File: config.mk
export PLATFORM = sky130hd
export DESIGN_NAME = dmem_arbiter
export DESIGN_NICKNAME = d
export VERILOG_FILES = /design/src/rtl/dmem_arbiter.sv
export SDC_FILE = /design/constraint.sdc
export NUM_CORES = 1
export LEC_CHECK = 0
export BUFFER_PORTS_ARGS = -buffer_cell sky130_fd_sc_hd__buf_2
export CORE_AREA = 2 2 122 124
export DETAILED_ROUTE_END_ITERATION = 8
export DIE_AREA = 0 0 124 126
export GPL_TIMING_DRIVEN = 0
export PLACE_DENSITY = 0.67
export SYNTH_ARGS = -nofsm -noshare
export SYNTH_HDL_FRONTEND = slang
export SYNTH_SLANG_ARGS = --single-unit
export TNS_END_PERCENT = 10
File: constraint.sdc
create_clock -name clk -period 2.4 [get_ports clk]
set_clock_uncertainty 0.15 [all_clocks]
set_input_delay 0.48 -clock clk [delete_from_list [all_inputs] [get_ports clk]]
set_output_delay 0.48 -clock clk [all_outputs]
set_load 0.05 [all_outputs]
File: src/rtl/dmem_arbiter.sv
// Two-port round-robin arbiter with bounded burst locking in front of the single-ported data memory.
// Misaligned or illegal accesses are granted but never reach memory. They complete with err=1.
module dmem_arbiter #(
  parameter int PROG_VALUE = 32,
  parameter int MAX_BURST  = 8
) (
  input  logic                  clk,
  input  logic                  rst,
  input  logic                  req0,
  input  logic                  req1,
  input  logic                  we0,
  input  logic                  we1,
  input  logic                  lock0,
  input  logic                  lock1,
  input  logic [2:0]            funct3_0,
  input  logic [2:0]            funct3_1,
  input  logic [PROG_VALUE-1:0] addr0,
  input  logic [PROG_VALUE-1:0] addr1,
  input  logic [PROG_VALUE-1:0] wdata0,
  input  logic [PROG_VALUE-1:0] wdata1,
  output logic                  gnt0,
  output logic                  gnt1,
  output logic                  rvalid0,
  output logic                  rvalid1,
  output logic [PROG_VALUE-1:0] rdata0,
  output logic [PROG_VALUE-1:0] rdata1,
  output logic                  err0,
  output logic                  err1,
  output logic [PROG_VALUE-1:0] addr,
  output logic [PROG_VALUE-1:0] dataW,
  output logic                  MemRW,
  output logic [2:0]            funct3,
  input  logic [PROG_VALUE-1:0] dataR,
  output logic [1:0]            state_dbg
);

  localparam int BW = $clog2(MAX_BURST + 1);
  localparam logic [BW-1:0] BMAX = BW'(MAX_BURST);
  localparam logic [BW-1:0] BONE = BW'(1);

  typedef enum logic [1:0] {
    IDLE = 2'd0,
    OWN0 = 2'd1,
    OWN1 = 2'd2
  } state_t;

  state_t                state;
  logic                  last;
  logic [BW-1:0]         bcnt;
  logic                  g0, g1, force_drop;
  logic                  mis0, mis1;
  logic                  rv0_q, rv1_q, err0_q, err1_q;
  logic [PROG_VALUE-1:0] rdata0_q, rdata1_q;

  function automatic logic misaligned(input logic [2:0] f3, input logic [1:0] a);
    case (f3)
      3'b000, 3'b100: misaligned = 1'b0;
      3'b001, 3'b101: misaligned = a[0];
      3'b010:         misaligned = (a != 2'b00);
      default:        misaligned = 1'b1;
    endcase
  endfunction

  assign mis0 = misaligned(funct3_0, addr0[1:0]);
  assign mis1 = misaligned(funct3_1, addr1[1:0]);

  // Handshake: a port holds req and its payload stable until gnt is high in the same cycle.
  // Each grant is one memory access. Exactly one rvalid pulse follows on the next cycle.
  always_comb begin
    g0 = 1'b0;
    g1 = 1'b0;
    force_drop = 1'b0;
    unique case (state)
      OWN0: begin
        if (req0) begin
          if (bcnt == BMAX && req1) begin
            g1 = 1'b1;
            force_drop = 1'b1;
          end else begin
            g0 = 1'b1;
          end
        end else begin
          g1 = req1;
        end
      end
      OWN1: begin
        if (req1) begin
          if (bcnt == BMAX && req0) begin
            g0 = 1'b1;
            force_drop = 1'b1;
          end else begin
            g1 = 1'b1;
          end
        end else begin
          g0 = req0;
        end
      end
      default: begin
        if (req0 && req1) begin
          g0 = last;
          g1 = ~last;
        end else begin
          g0 = req0;
          g1 = req1;
        end
      end
    endcase
    if (rst) begin
      g0 = 1'b0;
      g1 = 1'b0;
      force_drop = 1'b0;
    end
  end

  assign gnt0   = g0;
  assign gnt1   = g1;
  assign addr   = g1 ? addr1 : addr0;
  assign dataW  = g1 ? wdata1 : wdata0;
  assign funct3 = g1 ? funct3_1 : funct3_0;
  assign MemRW  = (g0 & we0 & ~mis0) | (g1 & we1 & ~mis1);

  always_ff @(posedge clk) begin
    if (rst) begin
      state    <= IDLE;
      last     <= 1'b1;
      bcnt     <= '0;
      rv0_q    <= 1'b0;
      rv1_q    <= 1'b0;
      err0_q   <= 1'b0;
      err1_q   <= 1'b0;
      rdata0_q <= '0;
      rdata1_q <= '0;
    end else begin
      if (g0 || g1) last <= g1;
      if (force_drop) begin
        state <= IDLE;
        bcnt  <= '0;
      end else if (g0) begin
        if (lock0) begin
          state <= OWN0;
          if (state != OWN0)   bcnt <= BONE;
          else if (bcnt != BMAX) bcnt <= bcnt + BONE;
        end else begin
          state <= IDLE;
          bcnt  <= '0;
        end
      end else if (g1) begin
        if (lock1) begin
          state <= OWN1;
          if (state != OWN1)   bcnt <= BONE;
          else if (bcnt != BMAX) bcnt <= bcnt + BONE;
        end else begin
          state <= IDLE;
          bcnt  <= '0;
        end
      end else begin
        state <= IDLE;
        bcnt  <= '0;
      end
      rv0_q    <= g0;
      rv1_q    <= g1;
      err0_q   <= g0 & mis0;
      err1_q   <= g1 & mis1;
      rdata0_q <= (g0 && !we0 && !mis0) ? dataR : '0;
      rdata1_q <= (g1 && !we1 && !mis1) ? dataR : '0;
    end
  end

  // A completion whose cycle coincides with reset is discarded.
  assign rvalid0   = rv0_q & ~rst;
  assign rvalid1   = rv1_q & ~rst;
  assign err0      = err0_q & ~rst;
  assign err1      = err1_q & ~rst;
  assign rdata0    = rst ? '0 : rdata0_q;
  assign rdata1    = rst ? '0 : rdata1_q;
  assign state_dbg = state;

endmodule

## Word level (Yosys, flattened, before mapping)

Index checks and enable logic that the tools add are counted.

| operators by class | value |
|---|---|
| $add $sub $neg | 1 |
| $mul | 0 |
| divide/modulo/power cells | 0 |
| $lt $le $gt $ge | 0 |
| eq/ne operators | 14 |
| shifts and indexed selects | 0 |
| mux-type cells | 36 |
| bitwise gates (word level) | 17 |
| reductions and logical operators | 23 |

Operators with widths:

| kind | number |
|---|---|
| 32-bit 2-to-1 mux | 4 |
| 4-bit 2-to-1 mux | 7 |
| 1-bit 2-to-1 mux | 16 |
| 2-bit OR reduction | 7 |
| 3-bit equality test (second input constant) | 4 |
| 1-bit bitwise AND | 10 |
| 1-bit logical AND | 7 |
| 3-bit by 1-bit equality test with 1-bit output (second input constant) | 2 |
| 3-bit by 2-bit equality test with 1-bit output (second input constant) | 2 |
| 3-bit logical NOT | 2 |
| 2-bit 2-to-1 mux | 3 |
| 1-bit inverter | 6 |
| 1-bit case mux with 2 select lines | 3 |
| 1-bit case mux with 3 select lines | 2 |
| 4-bit by 1-bit adder with 4-bit output (second input constant) | 1 |
| 4-bit equality test (second input constant) | 1 |
| 1-bit logical NOT | 4 |
| 4-bit != test (second input constant) | 1 |
| 2-bit nonzero test | 2 |
| 3-bit 2-to-1 mux | 1 |
| 2-bit by 1-bit equality test with 1-bit output (second input constant) | 1 |
| 2-bit equality test (second input constant) | 1 |
| 2-bit by 1-bit != test with 1-bit output (second input constant) | 1 |
| 2-bit != test (second input constant) | 1 |
| 2 further kinds | 2 |

| storage, ports and cells | value |
|---|---|
| register bits after elaboration | 75 |
| bits in latches | 0 |
| bits in writable memories | 0 |
| bits in read-only memories | 0 |
| bits of input ports | 174 |
| output and inout port bits | 140 |
| word-level logic and storage cells | 100 |
| memories | 0 |

## Longest topological paths before layout

| depth | value |
|---|---|
| depth in word-level cells | 10 |
| gate-level depth with buffers | 8 |
| depth with buffers taken out | 8 |

## Worst setup path after synthesis

OpenSTA, ideal clock, no wires.

| timing path | value |
|---|---|
| path type | register -> output |
| from | register state[0], in the netlist state_dbg[0] |
| to | output MemRW |
| arrival | 2.759 ns |
| required time | 1.770 ns |
| setup slack | -0.989 ns |
| stages on the path, launching flop included | 8 |
| path buffers | 1 |
| cells stage by stage | dfxtp_1 -> inv_1 -> ha_1 -> nor2b_1 -> a21oi_1 -> o21ai_2 -> buf_2 -> o21ai_0 |

| between the ends | value |
|---|---|
| cells in the longest elaborated chain, start to end | 6 |
| elaborated cells on any way between the ends | 11 |
| those cells by class | 2 x eq/ne; 4 x mux; 5 x bitwise |

RTL lines:

| element | line | source |
|---|---|---|
| from (decl) | 47 | `state_t state;` |
| from (signal assigned) | 124 | `state <= IDLE;` |
| from (signal assigned) | 136 | `state <= IDLE;` |
| from (signal assigned) | 140 | `state <= OWN0;` |
| 2-bit equality test / 2-bit by 1-bit equality test with 1-bit output (equally long branches) | 73 | `unique case (state)` |
| 1-bit case mux with 2 select lines | 73 |  |
| 1-bit 2-to-1 mux | 108 | `if (rst) begin` |
| 1-bit bitwise AND (2 in a row) | 120 | `assign MemRW = (g0 & we0 & ~mis0) \| (g1 & we1 & ~mis1);` |
| 1-bit OR (*) | 120 |  |
| to (decl) | 31 | `output logic MemRW,` |

Every way passes the cells marked *; elsewhere a longest branch is shown, timed or not.

## Worst setup path in the final report

| timing path | value |
|---|---|
| from | register state[0], in the netlist state_dbg[0] |
| to | output dataW[30] |

| between the ends | value |
|---|---|
| cells in the longest elaborated chain, start to end | 4 |
| elaborated cells on any way between the ends | 5 |
| those cells by class | 2 x eq/ne; 3 x mux |

RTL lines:

| element | line | source |
|---|---|---|
| 2-bit equality test / 2-bit by 1-bit equality test with 1-bit output (equally long branches) | 73 |  |
| 1-bit case mux with 2 select lines (*) | 73 |  |
| 1-bit 2-to-1 mux (*) | 108 |  |
| 32-bit 2-to-1 mux (*) | 118 | `assign dataW = g1 ? wdata1 : wdata0;` |
| to (decl) | 30 | `output logic [PROG_VALUE-1:0] dataW,` |

Marked as above.

==> qor.csv <==
metric,value,unit
violations,setup timing,
crit_path_end_kind,output pin,
drt_wl_total,13.3,mm
coreArea,14300,sq um
dieArea,15600,sq um
timing.final.ws_setup,-497,ps
numCtsBuffers,9,
min_period_over_period,121,%
viasPerCell,4.25,
top_usage_layer,met2,
cts.sinks,75,
yosysMostFrequentCell,dfxtp_1,
drt.antenna.violating_nets,0,
synth-main-ff-cell,dfxtp_1,
start_kind,flip-flop,
rsz0062_at_grt,yes,
stdcell_area,6410,sq um
max_freq,345,MHz
tightest_slew,682,ps
dpl.hpwl,9.99,mm
diodes,0,
use_met2,30.7,%
first_pass_iters,6,
grt_pass1_vias,3755,
ctsHoldBuffers,0,
die_width,124,um
drive_gt1_share,66.9,%
ys_warn_count,0,
setup_violations,70,
nets,879,
synth_mux_area_share,19.5,%
r2r-start,bcnt[0],
grt-ovfl-total,0,
cp.required,1770,ps
cap_viol_max_count,0,
grt_pass1_wl,19.4,mm
grtUsageTotal,16.2,%
use_met1,17.1,%
area.sequential,1510,sq um
routedWlPerCell,14.9,um
final_max_slew_viol_count,0,
outcome,"finished, violations left",
ios,314,
worstHoldStart,dataR[23],
finalHoldViolations,0,
grt_max_degree,14,
drt_iter0_markers,131,
synth_area,3650,sq um
clock_latency,320,ps
vias,3784,
crit_type,reg -> out,
yosys.area_share.simple,29.0,%
avgSynthCellArea,9.88,sq um
fill_cells,1410,
p_seq_share,32.2,%
drc,0,
multiInputGateArea,2150,sq um
synth.distinct_cells,37,
netlist_top_cells_count,"75 x dfxtp_1, 70 x nor2b_1, 63 x mux2_2",
powerDensity,623,nW/um^2
irDropWorstVdd,0.273,mV
synth_edf_count,0,
pwr-share-clk,31.7,%
intPower,2610,uW
clk_path_buf_depth,2,
ys_ff_latch,75,
synth_seq_area_share,41.2,%
min_period,2900,ps
ff2ff_setup_slack,130,ps
synth.top_cell.area_share,41.2,%
syn-num-nets,547,
critical_path.startpoint,state_dbg[0],
fin_cells,890,
syn_inst,369,
post-place-ws,-647,ps
row_count,44,
cts_tree,done,
synth_top_family_by_area,simple AND/OR/NAND/NOR gates,
synthAdderAreaFrac,1.37,%
p_sw_share,34.6,%
htreeDepth,3,
die_y,126,um
syn2layout_area_growth,75.9,%
initial_core_util,25.5,%
globalplace.congestion,0.771,
synth_compound_area_share,5.15,%
synth.area.top_cells,"dfxtp_1 41%, mux2_2 19%, nor2b_1 12%",
comb_power_share,36.1,%
maxSlewHeadroom,54.0,%
grt_antenna_before_repair,0,
arrival,2270,ps
synthArstFlopShare,0,%
placed_area,5520,sq um
p_switching,1390,uW
yosys.area_share.xor_xnor,0.240,%
dp_cells,865,
critPathMaxFanout,10,
use_met3,4.35,%
clk_pin_slew_worst_paths,60,ps
p_leak,0.00327,uW
hold_path_class,in -> reg,
synth_area_leader_cell,dfxtp_1,
io_buffers,312,
cts-root-buf,clkbuf_16,
==> cell type report <==
cell class	count	share of cell area, %
clock inverter	5	0.546
buffer	21	2.42
multi-input combinational	263	33.5
sequential	75	23.6
tap	184	3.59
clock buffer	11	3.94
timing repair buffer	320	31.8
inverter	11	0.683
==> final timing paths <==
| check | cells past startpoint | end |
|---|---|---|
| worst max-delay path | 9 | dataW[30] |
| worst min-delay path | 2 | rdata1_q[23] |
| worst max register to register | 9 | rdata1_q[21] |
| worst min register to register | 1 | last |
==> cells by family (layout without fill, tap and decap cells) <==
logic type                 Yosys count  after routing
AOI/OAI and AO/OA                   25             26
xor gates and xnor gates             1              1
adders and majority gates            4              4
buffers and inverters               32            368
DFF                                 75             75
muxes                               63             63
and+or+nand+nor                    169            169
==> critical path: stages (launching register included) <==
cell and delay [ps]:
dfxtp_4 350, inv_2 40, ha_4 240, nor2b_4 180, a21oi_4 110, o21ai_4 180, buf_12 140, buf_6 150
mux2_2 380, buf_6 160
==> power by group through the flow <==
stage / combinational, uW / sequential [uW] / clock (uW)
2_1_floorplan: 852 / 1320 / 0
3_3_place_gp: 1200 / 1320 / 0
3_5_place_dp: 1200 / 1320 / 0
4_1_cts: 1420 / 1290 / 1310
5_1_grt: 1510 / 1290 / 1370
6_report: 1440 / 1290 / 1270
==> layout by cell type (no fill, tap or decap), drive strengths merged, types with 2 or more instances in the layout <==
cell and count:
dfxtp 75, buf 331, nand4 2, nor2 4, clkinv 3, nand2 20, nor2b 70, nor3b 2
o21ai 5, ha 4, o41ai 2, inv 12, a21oi 5, a31oi 2, a211o 3, mux2 63
a21o 2, clkbuf 21, and2 64, nand3 3
==> metal layers <==
| metal | wire [um] | vias up |
|---|---|---|
| met1 | 4930 | 1731 |
| met2 | 7240 | 167 |
| li1 | - | 1874 |
| met5 | 0 | - |
| met4 | 149 | 0 |
| met3 | 965 | 12 |
==> sequential cells by signal, summed over array words and instances, names as in the netlist <==
name	count
bcnt	4
err0_q	1
err1_q	1
last	1
rdata0_q	32
rdata1_q	32
rv0_q	1
rv1_q	1
state_dbg	2
==> through the flow <==
step	hold slack (ps)	utilization, %	total power [uW]	TNS [ps]
CTS	193	44.3	4020	-32030
floorplan	308	-	2170	-10180
global route	200	44.8	4170	-38060
global placement	344	38.5	2510	-45820
finish	210	44.8	4000	-31050
detailed placement	359	38.5	2520	-45150
==> timing repair <==
action                                  CTS  global route
endpoints found under the setup margin  112           129
buffers inserted                          4             4
gates resized for setup                 157            13
pin swaps                                 5             1
cloned                                    1             0
(Power assumes the default switching activity.)
